--- src/rtl/pc_fetch_unit_if.sv ---
// pc_fetch_unit_if
//   Groups every non-clock/reset signal of the PC / instruction-fetch unit.
//   The fetch unit connects through the master modport. Hazard logic, the
//   PC-select mux, instruction memory and decode connect through the slave
//   modport.
//
//   stall          hazard-logic freeze request
//   branch_taken   one-cycle pulse: load branch_target into the PC
//   branch_target  target from the PC-select mux (bit 0 ignored)
//   pc             current PC register
//   pc_plus2       pc + 2 (sequential candidate for the PC-select mux)
//   mem_req        one-cycle read strobe to instruction memory
//   mem_addr       read address (equals pc)
//   mem_data       read data
//   mem_valid      read data valid, one pulse per request
//   instr          held instruction word
//   instr_valid    instr is valid for decode
//   instr_ready    decode accepts instr
interface pc_fetch_unit_if #(
  parameter int ADDR_W  = 16,
  parameter int INSTR_W = 16
);
  logic               stall;
  logic               branch_taken;
  logic [ADDR_W-1:0]  branch_target;
  logic [ADDR_W-1:0]  pc;
  logic [ADDR_W-1:0]  pc_plus2;
  logic               mem_req;
  logic [ADDR_W-1:0]  mem_addr;
  logic [INSTR_W-1:0] mem_data;
  logic               mem_valid;
  logic [INSTR_W-1:0] instr;
  logic               instr_valid;
  logic               instr_ready;

  modport master (
    input  stall, branch_taken, branch_target, mem_data, mem_valid, instr_ready,
    output pc, pc_plus2, mem_req, mem_addr, instr, instr_valid
  );

  modport slave (
    output stall, branch_taken, branch_target, mem_data, mem_valid, instr_ready,
    input  pc, pc_plus2, mem_req, mem_addr, instr, instr_valid
  );
endinterface

--- src/rtl/pc_fetch_unit.sv ---
// pc_fetch_unit
//   Program-counter register and single-outstanding instruction-fetch
//   sequencer for the 16-bit CPU. Issues one read per fetch, holds the
//   returned word for decode under a valid/ready handshake, and accepts
//   branch redirects from the PC-select mux at any time.
//
//   clk_i   system clock, rising edge
//   rst_ni  asynchronous active-low reset
//   bus     pc_fetch_unit_if.master (see interface file for signal list)
//
//   RESET_PC must be even.
//
//   state  | meaning
//   -------+-----------------------------------------------------------
//   S_REQ  | ready to issue a read for pc (mem_req unless stall/branch)
//   S_WAIT | read outstanding, waiting for mem_valid
//   S_HOLD | instr/instr_valid presented to decode until accepted
module pc_fetch_unit #(
  parameter int              ADDR_W   = 16,
  parameter int              INSTR_W  = 16,
  parameter logic [ADDR_W-1:0] RESET_PC = '0
) (
  input  logic              clk_i,
  input  logic              rst_ni,
  pc_fetch_unit_if.master   bus
);

  typedef enum logic [1:0] {
    S_REQ  = 2'd0,
    S_WAIT = 2'd1,
    S_HOLD = 2'd2
  } state_e;

  state_e             state_q, state_d;
  logic [ADDR_W-1:0]  pc_q, pc_d;
  logic [INSTR_W-1:0] instr_q, instr_d;
  logic               instr_valid_q, instr_valid_d;
  logic               squash_q, squash_d;

  logic [ADDR_W-1:0]  pc_plus2;
  logic [ADDR_W-1:0]  branch_pc;
  logic               issue;

  assign pc_plus2  = pc_q + ADDR_W'(2);
  assign branch_pc = {bus.branch_target[ADDR_W-1:1], 1'b0};
  assign issue     = (state_q == S_REQ) && !bus.stall && !bus.branch_taken;

  always_comb begin
    state_d       = state_q;
    pc_d          = pc_q;
    instr_d       = instr_q;
    instr_valid_d = instr_valid_q;
    squash_d      = squash_q;

    unique case (state_q)
      S_REQ: begin
        if (bus.branch_taken) begin
          pc_d = branch_pc;
        end else if (issue) begin
          state_d = S_WAIT;
        end
      end

      // Memory cannot be stalled, so returning data is consumed regardless
      // of stall. A redirect racing the return drops the word directly
      // instead of arming squash.
      S_WAIT: begin
        if (bus.mem_valid) begin
          if (bus.branch_taken) begin
            pc_d     = branch_pc;
            squash_d = 1'b0;
            state_d  = S_REQ;
          end else if (squash_q) begin
            squash_d = 1'b0;
            state_d  = S_REQ;
          end else begin
            instr_d       = bus.mem_data;
            instr_valid_d = 1'b1;
            pc_d          = pc_plus2;
            state_d       = S_HOLD;
          end
        end else if (bus.branch_taken) begin
          pc_d     = branch_pc;
          squash_d = 1'b1;
        end
      end

      S_HOLD: begin
        if (bus.branch_taken) begin
          pc_d          = branch_pc;
          instr_valid_d = 1'b0;
          state_d       = S_REQ;
        end else if (bus.instr_ready && !bus.stall) begin
          instr_valid_d = 1'b0;
          state_d       = S_REQ;
        end
      end

      default: begin
        state_d = S_REQ;
      end
    endcase
  end

  always_ff @(posedge clk_i or negedge rst_ni) begin
    if (!rst_ni) begin
      state_q       <= S_REQ;
      pc_q          <= RESET_PC;
      instr_q       <= '0;
      instr_valid_q <= 1'b0;
      squash_q      <= 1'b0;
    end else begin
      state_q       <= state_d;
      pc_q          <= pc_d;
      instr_q       <= instr_d;
      instr_valid_q <= instr_valid_d;
      squash_q      <= squash_d;
    end
  end

  // The strobe is gated by reset so no read escapes while rst_ni is low.
  assign bus.mem_req     = issue && rst_ni;
  assign bus.mem_addr    = pc_q;
  assign bus.pc          = pc_q;
  assign bus.pc_plus2    = pc_plus2;
  assign bus.instr       = instr_q;
  assign bus.instr_valid = instr_valid_q;

endmodule

--- src/flat_wrapper.sv ---
// flat-port wrapper written by rule: the top's interface ports become plain ports
module pc_fetch_unit_flat 
#(
  parameter int              ADDR_W   = 16,
  parameter int              INSTR_W  = 16,
  parameter logic [ADDR_W-1:0] RESET_PC = '0
)
  (clk_i, rst_ni, bus_stall, bus_branch_taken, bus_branch_target, bus_mem_data, bus_mem_valid, bus_instr_ready, bus_pc, bus_pc_plus2, bus_mem_req, bus_mem_addr, bus_instr, bus_instr_valid);
  pc_fetch_unit_if #(.ADDR_W(ADDR_W), .INSTR_W(INSTR_W)) bus_i ();
  input  logic clk_i;
  input  logic rst_ni;
  input wire logic [$bits(bus_i.stall)-1:0] bus_stall;
  input wire logic [$bits(bus_i.branch_taken)-1:0] bus_branch_taken;
  input wire logic [$bits(bus_i.branch_target)-1:0] bus_branch_target;
  input wire logic [$bits(bus_i.mem_data)-1:0] bus_mem_data;
  input wire logic [$bits(bus_i.mem_valid)-1:0] bus_mem_valid;
  input wire logic [$bits(bus_i.instr_ready)-1:0] bus_instr_ready;
  output wire logic [$bits(bus_i.pc)-1:0] bus_pc;
  output wire logic [$bits(bus_i.pc_plus2)-1:0] bus_pc_plus2;
  output wire logic [$bits(bus_i.mem_req)-1:0] bus_mem_req;
  output wire logic [$bits(bus_i.mem_addr)-1:0] bus_mem_addr;
  output wire logic [$bits(bus_i.instr)-1:0] bus_instr;
  output wire logic [$bits(bus_i.instr_valid)-1:0] bus_instr_valid;
  assign bus_i.stall = bus_stall;
  assign bus_i.branch_taken = bus_branch_taken;
  assign bus_i.branch_target = bus_branch_target;
  assign bus_i.mem_data = bus_mem_data;
  assign bus_i.mem_valid = bus_mem_valid;
  assign bus_i.instr_ready = bus_instr_ready;
  assign bus_pc = bus_i.pc;
  assign bus_pc_plus2 = bus_i.pc_plus2;
  assign bus_mem_req = bus_i.mem_req;
  assign bus_mem_addr = bus_i.mem_addr;
  assign bus_instr = bus_i.instr;
  assign bus_instr_valid = bus_i.instr_valid;
  pc_fetch_unit #(.ADDR_W(ADDR_W), .INSTR_W(INSTR_W), .RESET_PC(RESET_PC)) u_core (.clk_i(clk_i), .rst_ni(rst_ni), .bus(bus_i));
endmodule
--- config.mk ---
export PLATFORM = sky130hd
export DESIGN_NAME = pc_fetch_unit_flat
export DESIGN_NICKNAME = d
export VERILOG_FILES = /design/src/rtl/pc_fetch_unit_if.sv /design/src/rtl/pc_fetch_unit.sv /design/src/flat_wrapper.sv
export SDC_FILE = /design/constraint.sdc
export NUM_CORES = 1
export LEC_CHECK = 0
export BUFFER_PORTS_ARGS = -buffer_cell sky130_fd_sc_hd__buf_2
export CAP_MARGIN = 10
export CORE_ASPECT_RATIO = 1.25
export CORE_UTILIZATION = 46
export DETAILED_ROUTE_END_ITERATION = 7
export PLACE_DENSITY = 0.8
export SYNTH_ARGS = -nofsm -noshare
export SYNTH_HDL_FRONTEND = slang
export SYNTH_SLANG_ARGS = --single-unit
--- constraint.sdc ---
create_clock -name clk_i -period 2.3 [get_ports clk_i]
set_input_delay 0.345 -clock clk_i [delete_from_list [all_inputs] [get_ports clk_i]]
set_output_delay 0.345 -clock clk_i [all_outputs]
set_load 0.03 [all_outputs]
* After elaboration in Yosys (flattened, before gate mapping)
Index checks and enable logic that the tools add are counted.
** Storage, ports and cells
- Register bits :: 36
- Bits of input ports :: 38
- Output and inout bits :: 66
- Logic and storage cells :: 54
** Cells by class
- Add/subtract/negate cells :: 1
- Equal/unequal tests :: 9
- Muxes and demuxes :: 21
- Bitwise logic cells :: 2
- Reduce and logical (&&, ||, !) cells :: 16
** Operators with widths (count)
- $mux W16 :: 4
- $pmux W16 S2 :: 1
- $add A16 B2 Y16 const B :: 1
- $mux W2 :: 7
- $ne A2 B2 Y1 const B :: 4
- $reduce_and A4 Y1 :: 2
- $mux W1 :: 7
- $pmux W2 S3 :: 1
- $reduce_bool A2 Y1 :: 3
- $reduce_and A5 Y1 :: 1
- $logic_and A1 B1 Y1 :: 4
- $ne A4 B4 Y1 const B :: 1
- $reduce_and A2 Y1 :: 2
- $ne A3 B2 Y1 const B :: 1
- $eq A2 B1 Y1 const B :: 1
- $eq A2 B2 Y1 const B :: 1
- $logic_not A1 Y1 :: 2
- $logic_not A2 Y1 :: 1
- $ne A2 B1 Y1 const B :: 1
- $not A1 Y1 :: 2
- $pmux W1 S2 :: 1
- $reduce_or A2 Y1 :: 1

* Logic depth before layout (Yosys ltp)
Gate-level depths: netlist of run 1.
- Depth in word-level cells :: 6
- Depth in mapped cells :: 5
- Gate-level depth less buffers :: 5

* Worst setup path before layout of run 1
No wires, ideal clock.
- Path kind :: flip-flop to output port
- Start point :: reg u_core.pc_q[3] (netlist: u_core.bus.mem_addr[3])
- End point :: out bus_pc_plus2[12]
- Arrival time :: 2129 ps
- Required time :: 1955 ps
- Path slack :: -174 ps
- Stages on the path, launching flop included :: 5
- Buffers on the path :: 1
- Cell sequence :: dfrtp_1 > clkbuf_2 > nand4_1 > or4_2 > xnor2_1
** On the way
- Word-level cells in the longest chain between the ends :: 1
** Ends and longest elaborated chain
- start: declaration :: RTL line pc_fetch_unit.sv:35 : logic [ADDR_W-1:0] pc_q, pc_d;
- start signal: assignment :: RTL line pc_fetch_unit.sv:114 : pc_q <= pc_d;
- $add A16 B2 Y16 :: RTL line pc_fetch_unit.sv:44 : assign pc_plus2 = pc_q + ADDR_W'(2);
- end: declaration :: RTL line flat_wrapper.sv:19 : output wire logic [$bits(bus_i.pc_plus2)-1:0] bus_pc_plus2;
No other way between the ends.

* Worst setup path in the final report of run 1
- Start point :: reg u_core.pc_q[1] (netlist: u_core.bus.mem_addr[1])
- End point :: out bus_pc_plus2[13]
The elaborated chain is that of the path after synthesis.

==> results of run 1 <==
worst max path at each step:
stage                                 startpoint               end  slack (ns)  depth (start not counted)
final                     u_core.bus.mem_addr[1]  bus_pc_plus2[13]        0.09                          5
after global routing      u_core.bus.mem_addr[1]  bus_pc_plus2[13]      -0.009                          5
after CTS                 u_core.bus.mem_addr[7]  bus_pc_plus2[12]        0.02                          4
after detailed placement  u_core.bus.mem_addr[2]  bus_pc_plus2[12]        0.23                          4
after global placement    u_core.bus.mem_addr[1]  bus_pc_plus2[12]        0.27                          4
after floorplan           u_core.bus.mem_addr[3]  bus_pc_plus2[12]      -0.005                          4
cell usage after synthesis (2+ instances only):
master	count
nand2_1	57
dfrtp_1	36
buf_4	18
a21oi_1	13
inv_1	12
nor2_1	12
o21ai_0	10
xnor2_1	10
and3_1	6
nand3_1	6
clkbuf_1	5
nand2b_1	5
o22ai_1	4
nand4_1	3
nor3_1	3
o32ai_1	3
xor2_1	3
a211oi_1	2
a21o_1	2
buf_2	2
nand3_2	2
nor2b_1	2
nor4_1	2
or4_4	2
cells by family after synthesis:
kind of cell	after synthesis	synth area share, %
AND/OR/NAND/NOR	108	25.32
AO/OA/AOI/OAI	45	14.16
buffers and inverters	38	10.43
flip-flops	36	43.93
XOR/XNOR	13	5.552
adder cells (fa/ha/maj)	1	0.6100
what timing repair did:
item,CTS,global route
hold endpoints to repair,0,0
pin swaps,1,0
gates resized for setup,4,14
setup buffers,1,1
endpoints found under the setup margin,3,6
power by group through the flow:
stage                     Sequential [W]  Combinational (W)  Clock, W
after floorplan                  0.00131           0.000575         0
after CTS                       0.000961            0.00128  0.000454
after global routing            0.000996            0.00139  0.000481
after global placement          0.000961            0.00124         0
final                           0.000967            0.00129  0.000447
after detailed placement        0.000966            0.00127         0
critical path, cell delays in order (launching register included):
cell	delay, ns
dfrtp_2	0.41
ha_2	0.23
nand3_2	0.14
or4_4	0.47
xnor2_2	0.12
buf_2	0.20
per-layer routing:
| metal | up-vias | track usage (%) | wire length, µm |
|---|---|---|---|
| met5 | - | 0 | 0 |
| met4 | 0 | 10.89 | 119 |
| met3 | 14 | 5.902 | 319 |
| met2 | 82 | 41.94 | 2786 |
| met1 | 946 | 29.25 | 2093 |
| li1 | 992 | - | - |
metrics by stage:
| stage | total power [W] | util, % | cells |
|---|---|---|---|
| after global routing | 0.002864 | 64.52 | 391 |
| after global placement | 0.002205 | 60.82 | 381 |
| final | 0.002699 | 64.52 | 391 |
| after detailed placement | 0.002238 | 60.82 | 381 |
| after CTS | 0.002692 | 63.24 | 390 |
| after floorplan | 0.001882 | - | 241 |
area by class of cell:
type / instances / area share [%]
Clock inverter: 3 / 0.6932
Clock buffer: 5 / 2.542
Sequential cell: 36 / 33.60
Timing Repair Buffer: 112 / 21.90
Multi-Input combinational cell: 167 / 37.01
Inverter: 12 / 1.664
Tap cell: 56 / 2.588
flip-flops by register name, indices dropped and copies added, names as in the netlist:
signal / flops
u_core.bus.instr_valid: 1
u_core.bus.instr: 16
u_core.bus.mem_addr: 16
u_core.squash_q: 1
u_core.state_q: 2
cell usage in the layout, fill, tap and decap left out, drive strengths merged, types with 2 or more instances in the layout:
cell	synthesis	layout
o22ai	4	4
nor2b	2	2
o21ai	10	10
nand2b	5	5
xnor2	10	10
or4	3	3
o32ai	3	3
xor2	3	3
nand4	3	3
nand3	8	8
and3	6	6
inv	12	12
a21o	2	2
dfrtp	36	36
clkbuf	6	7
a21oi	13	13
a211oi	2	2
nor2	13	13
buf	20	110
clkinv	0	3
nor3	3	3
nor4	2	2
nand2	57	57
==> flow_metrics.py, run 1 <==
metrics = {
    "status": {
        "outcome": "complete, no violations",
    },
    "routing": {
        "wirelength_um": 5319,
        "drt_iter0_drc": 88,
        "drc": 0,
        "vias": 2034,
        "antenna_left": 0,
        "dr.pass1.iters": 4,
        "via_per_inst": 5.202,
        "wl_per_cell_um": 13.60,
    },
    "floorplan": {
        "rows": 26,
        "io_pins": 104,
        "dieWidth_um": 61.72,
        "coreArea_um2": 4197,
        "die_y_um": 76.65,
        "initial_core_util_pct": 48.87,
        "die_area_um2": 4731,
    },
    "timing": {
        "finalWorstSetupSlack_ns": 0.08926,
        "relSlewSlack_pct": 51.20,
        "worst_pin_slew_ns": 0.7243,
        "rsz0062_at_grt": "yes",
        "fin_crit_ns": 2.211,
        "hold_viol": 0,
        "fin_setup_tns_ns": 0,
        "period_share_pct": 96.12,
        "fin_skew_ns": 0.006515,
        "whs_ns": 0.08975,
        "fmax_ghz": 0.4523,
        "finalMaxSlewViolations": 0,
        "setup_viol": 0,
    },
    "cts": {
        "cts-hold-fix-buffers": 0,
        "cts-buffers-inserted": 5,
        "path_clk_slew_ns": 0.08,
        "cts_tree": "yes",
        "cts.sinks": 36,
        "max-clock-path-buffers": 2,
        "htree_levels": 2,
        "clockRootBuffer": "clkbuf_8",
        "clkLatencyLatePin_ns": 0.29,
    },
    "power_and_ir_drop": {
        "power_density_nw_per_um2": 996.8,
        "max-vdd-ir-drop_v": 0.0006272,
        "internal_power_w": 0.001417,
        "sw_frac_of_total_pct": 47.49,
        "power_leakage_nw": 1.432,
        "pwr-share-comb_pct": 47.6,
        "pwr-share-clk_pct": 16.6,
        "power.switching_w": 0.001282,
        "seqPwrFrac_pct": 35.8,
    },
    "placement": {
        "place_ws_ns": 0.2315,
        "dpl_cell_area_um2": 2552,
        "io_buffers": 102,
        "hpwl_um": 3907,
        "gp_congestion": 0.8008,
    },
    "critical_path": {
        "crit_fanout": 6,
        "required_ns": 1.96,
        "r2r-start": "u_core.state_q[0]",
        "crit_path_end_kind": "primary output",
        "ff2ff_setup_slack_ns": 0.46,
        "rr_endpoint": "u_core.bus.mem_addr[7]",
        "crit_arrival_ns": 1.87,
        "critPathKind": "flip-flop to primary output",
        "cp-start-kind": "flip-flop",
        "reg2reg_depth": 5,
    },
    "logic_synthesis": {
        "yosys.area.top_type": "dfrtp_1",
        "synth_top_area_share_pct": 43.93,
        "ys_warn_count": 0,
        "synthArstFlopShare_pct": 100.0,
        "ys.flop_type": "dfrtp_1",
        "ys_ff_latch": 36,
        "netlist-cell-type-count": 45,
        "synth_area_leaders": "dfrtp_1, nand2_1, buf_4, xnor2_1, a21oi_1",
        "postSynthAreaPerCell_um2": 8.509,
        "postSynthCellCount": 241,
        "synth_edf_count": 0,
        "synth_seq_area_share_pct": 43.93,
        "syn_area_um2": 2051,
        "syn-num-nets": 280,
    },
    "finish": {
        "seq_area_um2": 909.6,
        "syn_to_final_growth_pct": 32.03,
        "drive_gt1_share_pct": 42.69,
        "fin_nets": 373,
        "stdcell_area_um2": 2708,
        "multiInputGateArea_um2": 1002,
        "fill_cells": 366,
        "diodes": 0,
    },
    "global_routing": {
        "grt_pass1_vias": 2050,
        "grt_remaining_overflow": 0,
        "grt_usage_pct": 25.00,
        "grt_pass1_wl_um": 8942,
        "antenna_found_initial": 0,
        "grt_max_degree": 37,
    },
    "job": {
        "cap_violations": 0,
    },
    "min_path": {
        "hold_class": "input port to asynchronous set/reset pin",
    },
}
(Power assumes the default switching activity.)
==> run 2: changes to the inputs <==
- ABC_AREA: unset -> 1
- HOLD_SLACK_MARGIN: unset -> 0.02
- TNS_END_PERCENT: unset -> 1
==> run 2 against run 1 <==
Effect of this change: fmax is 1.6% higher; hold slack improved by 0.041 ns; combinational power about the same; critical path type unchanged; routed wire length fell by 2.5%; largest power group unchanged.
==> flow_metrics.py, run 2 <==
metrics = {
    "status": {
        "outcome": "complete, no violations",
    },
    "finish": {
        "fill_cells": 370,
        "syn_to_final_growth_pct": 28.57,
        "diodes": 0,
        "mostFrequentLayoutCell": "nand2_1",
        "fin_nets": 408,
        "final_cell_mix": "nand2_1, buf_2, dfrtp_1",
        "drive_gt1_share_pct": 35.77,
    },
    "logic_synthesis": {
        "synth_area_leaders": "dfrtp_1, nand2_1, buf_4, nor2_1, nand3_1",
        "synthArstFlopShare_pct": 100.0,
        "synth_edf_count": 0,
        "synth.most_common_cell": "nand2_1",
        "synth_top_area_share_pct": 43.58,
        "postSynthCellCount": 277,
        "ys.flop_type": "dfrtp_1",
        "syn_area_um2": 2067,
        "postSynthAreaPerCell_um2": 7.462,
        "synth_seq_area_share_pct": 43.58,
        "ys_ff_latch": 36,
        "ys_warn_count": 0,
        "syn-num-nets": 316,
        "yosys.area.top_type": "dfrtp_1",
        "netlist-cell-type-count": 33,
        "ys_top_cells_by_count": "nand2_1, dfrtp_1, nor2_1, buf_4, inv_1",
    },
    "routing": {
        "via_per_inst": 4.873,
        "drt_iter0_drc": 138,
        "vias": 2071,
        "wirelength_um": 5185,
        "wl_per_cell_um": 12.20,
        "dr.pass1.iters": 4,
        "antenna_left": 0,
        "drc": 0,
    },
    "timing": {
        "fin_setup_tns_ns": 0,
        "fmax_ghz": 0.4597,
        "period_share_pct": 94.58,
        "rsz0062_at_grt": "no",
        "worst_pin_slew_ns": 0.6463,
        "finalMaxSlewViolations": 0,
        "setup_viol": 0,
        "whs_ns": 0.1305,
        "relSlewSlack_pct": 56.55,
        "fin_crit_ns": 2.175,
        "fin_skew_ns": 0.009691,
        "hold_viol": 0,
    },
    "power_and_ir_drop": {
        "power_density_nw_per_um2": 1033,
        "internal_power_w": 0.001441,
        "pwr-share-comb_pct": 47.4,
        "seqPwrFrac_pct": 34.9,
        "power.switching_w": 0.001305,
        "sw_frac_of_total_pct": 47.51,
        "power_leakage_nw": 1.527,
        "max-vdd-ir-drop_v": 0.0006458,
        "pwr-share-clk_pct": 17.8,
    },
    "floorplan": {
        "io_pins": 104,
        "dieWidth_um": 61.96,
        "initial_core_util_pct": 49.25,
        "coreArea_um2": 4197,
        "rows": 26,
        "die_area_um2": 4767,
        "die_y_um": 76.95,
    },
    "critical_path": {
        "cp-start-kind": "flip-flop",
        "cpLargestDelayFamily": "simple AND/OR/NAND/NOR gates",
        "slowest_delay_ns": 0.42,
        "crit_path_end_kind": "primary output",
        "cp_cell_sequence": "ha_2 -> nand3_4 -> nor3_4 -> nand4_1 -> and2_1 -> clkbuf_4",
        "ff2ff_setup_slack_ns": 0.63,
        "required_ns": 1.96,
        "slowest_stage": "dfrtp_2",
        "crit_buf_inv": 1,
        "crit_arrival_ns": 1.83,
        "crit_fanout": 7,
        "critPathKind": "flip-flop to primary output",
    },
    "global_routing": {
        "grt_max_degree": 37,
        "grt_pass1_wl_um": 8473,
        "grt_remaining_overflow": 0,
        "antenna_found_initial": 0,
        "grt_pass1_vias": 1905,
        "grt_usage_pct": 23.71,
    },
    "placement": {
        "gp_congestion": 0.8698,
        "io_buffers": 102,
        "hpwl_um": 3814,
    },
    "job": {
        "cap_violations": 0,
    },
    "min_path": {
        "hold_class": "input port to asynchronous set/reset pin",
    },
    "cts": {
        "cts_tree": "yes",
        "clockRootBuffer": "clkbuf_8",
        "cts-buffers-inserted": 5,
        "cts.sinks": 36,
        "clkLatencyLatePin_ns": 0.29,
        "htree_levels": 2,
        "path_clk_slew_ns": 0.08,
        "max-clock-path-buffers": 2,
    },
}
[run 2: power by group through the flow]
stage          combinational (W)  clock (W)  sequential (W)
2_1_floorplan           0.000648          0         0.00126
3_3_place_gp             0.00126          0        0.000958
3_5_place_dp             0.00128          0        0.000955
4_1_cts                  0.00128   0.000500        0.000953
5_1_grt                  0.00140   0.000528        0.000986
6_report                 0.00130   0.000487        0.000958
[run 2: what timing repair did]
| item | in CTS | in global routing |
|---|---|---|
| hold buffers | 0 | 0 |
| pin swaps | 0 | 1 |
| resized for setup | 1 | 5 |
| gates cloned | 0 | 0 |
| buffers inserted | 0 | 4 |
| setup endpoints to repair | 1 | 5 |
[run 2: area by class of cell]
type	instances	area, µm²	share of cell area (%)
sequential	36	902.1	33.95
clock buffer	7	96.34	3.625
multi-input combinational	197	948.4	35.69
inverter	20	75.07	2.825
timing repair buffer	109	565.5	21.28
tap	56	70.07	2.637
[run 2: kinds of logic after synthesis]
logic type	after synthesis	synth area share (%)
compound gates	21	6.658
xor+xnor	8	3.390
fa+ha+maj	1	0.6052
buf+inv	44	11.86
flops	36	43.58
simple gates	167	33.90
[run 2: layer usage]
metal  vias up  GRT usage, %  part of all wire [%]
li1       1036             -                     -
met1       952         30.34                    41
met2        76         38.72                    52
met3         7         5.396                   5.3
met4         0         7.111                   1.5
met5         -             0                     0
[run 2: final timing paths]
path,depth (start not counted),end,startpoint
min in group clk_i,3,u_core.bus.instr[0],bus_mem_data[0]
worst min-delay path,2,u_core.bus.instr[14],rst_ni
worst min register to register,2,u_core.bus.instr_valid,u_core.bus.instr_valid
worst max-delay path,6,bus_pc_plus2[11],u_core.bus.mem_addr[1]
worst max register to register,7,u_core.bus.mem_addr[3],u_core.state_q[0]
max in group asynchronous,2,u_core.bus.mem_addr[1],rst_ni
[run 2: per-stage QoR]
stage / cell area, µm² / total power [W] / std cells / worst slack, ns / util (%)
after CTS: 2609 / 0.002736 / 421 / 0.04659 / 62.16
after global placement: 2506 / 0.002216 / 414 / 0.3505 / 59.72
after global routing: 2658 / 0.002915 / 425 / 0.001847 / 63.33
after detailed placement: 2506 / 0.002235 / 414 / 0.3085 / 59.72
final: 2658 / 0.002746 / 425 / 0.1246 / 63.33
after floorplan: 2067 / 0.001905 / 277 / 0.1777 / -
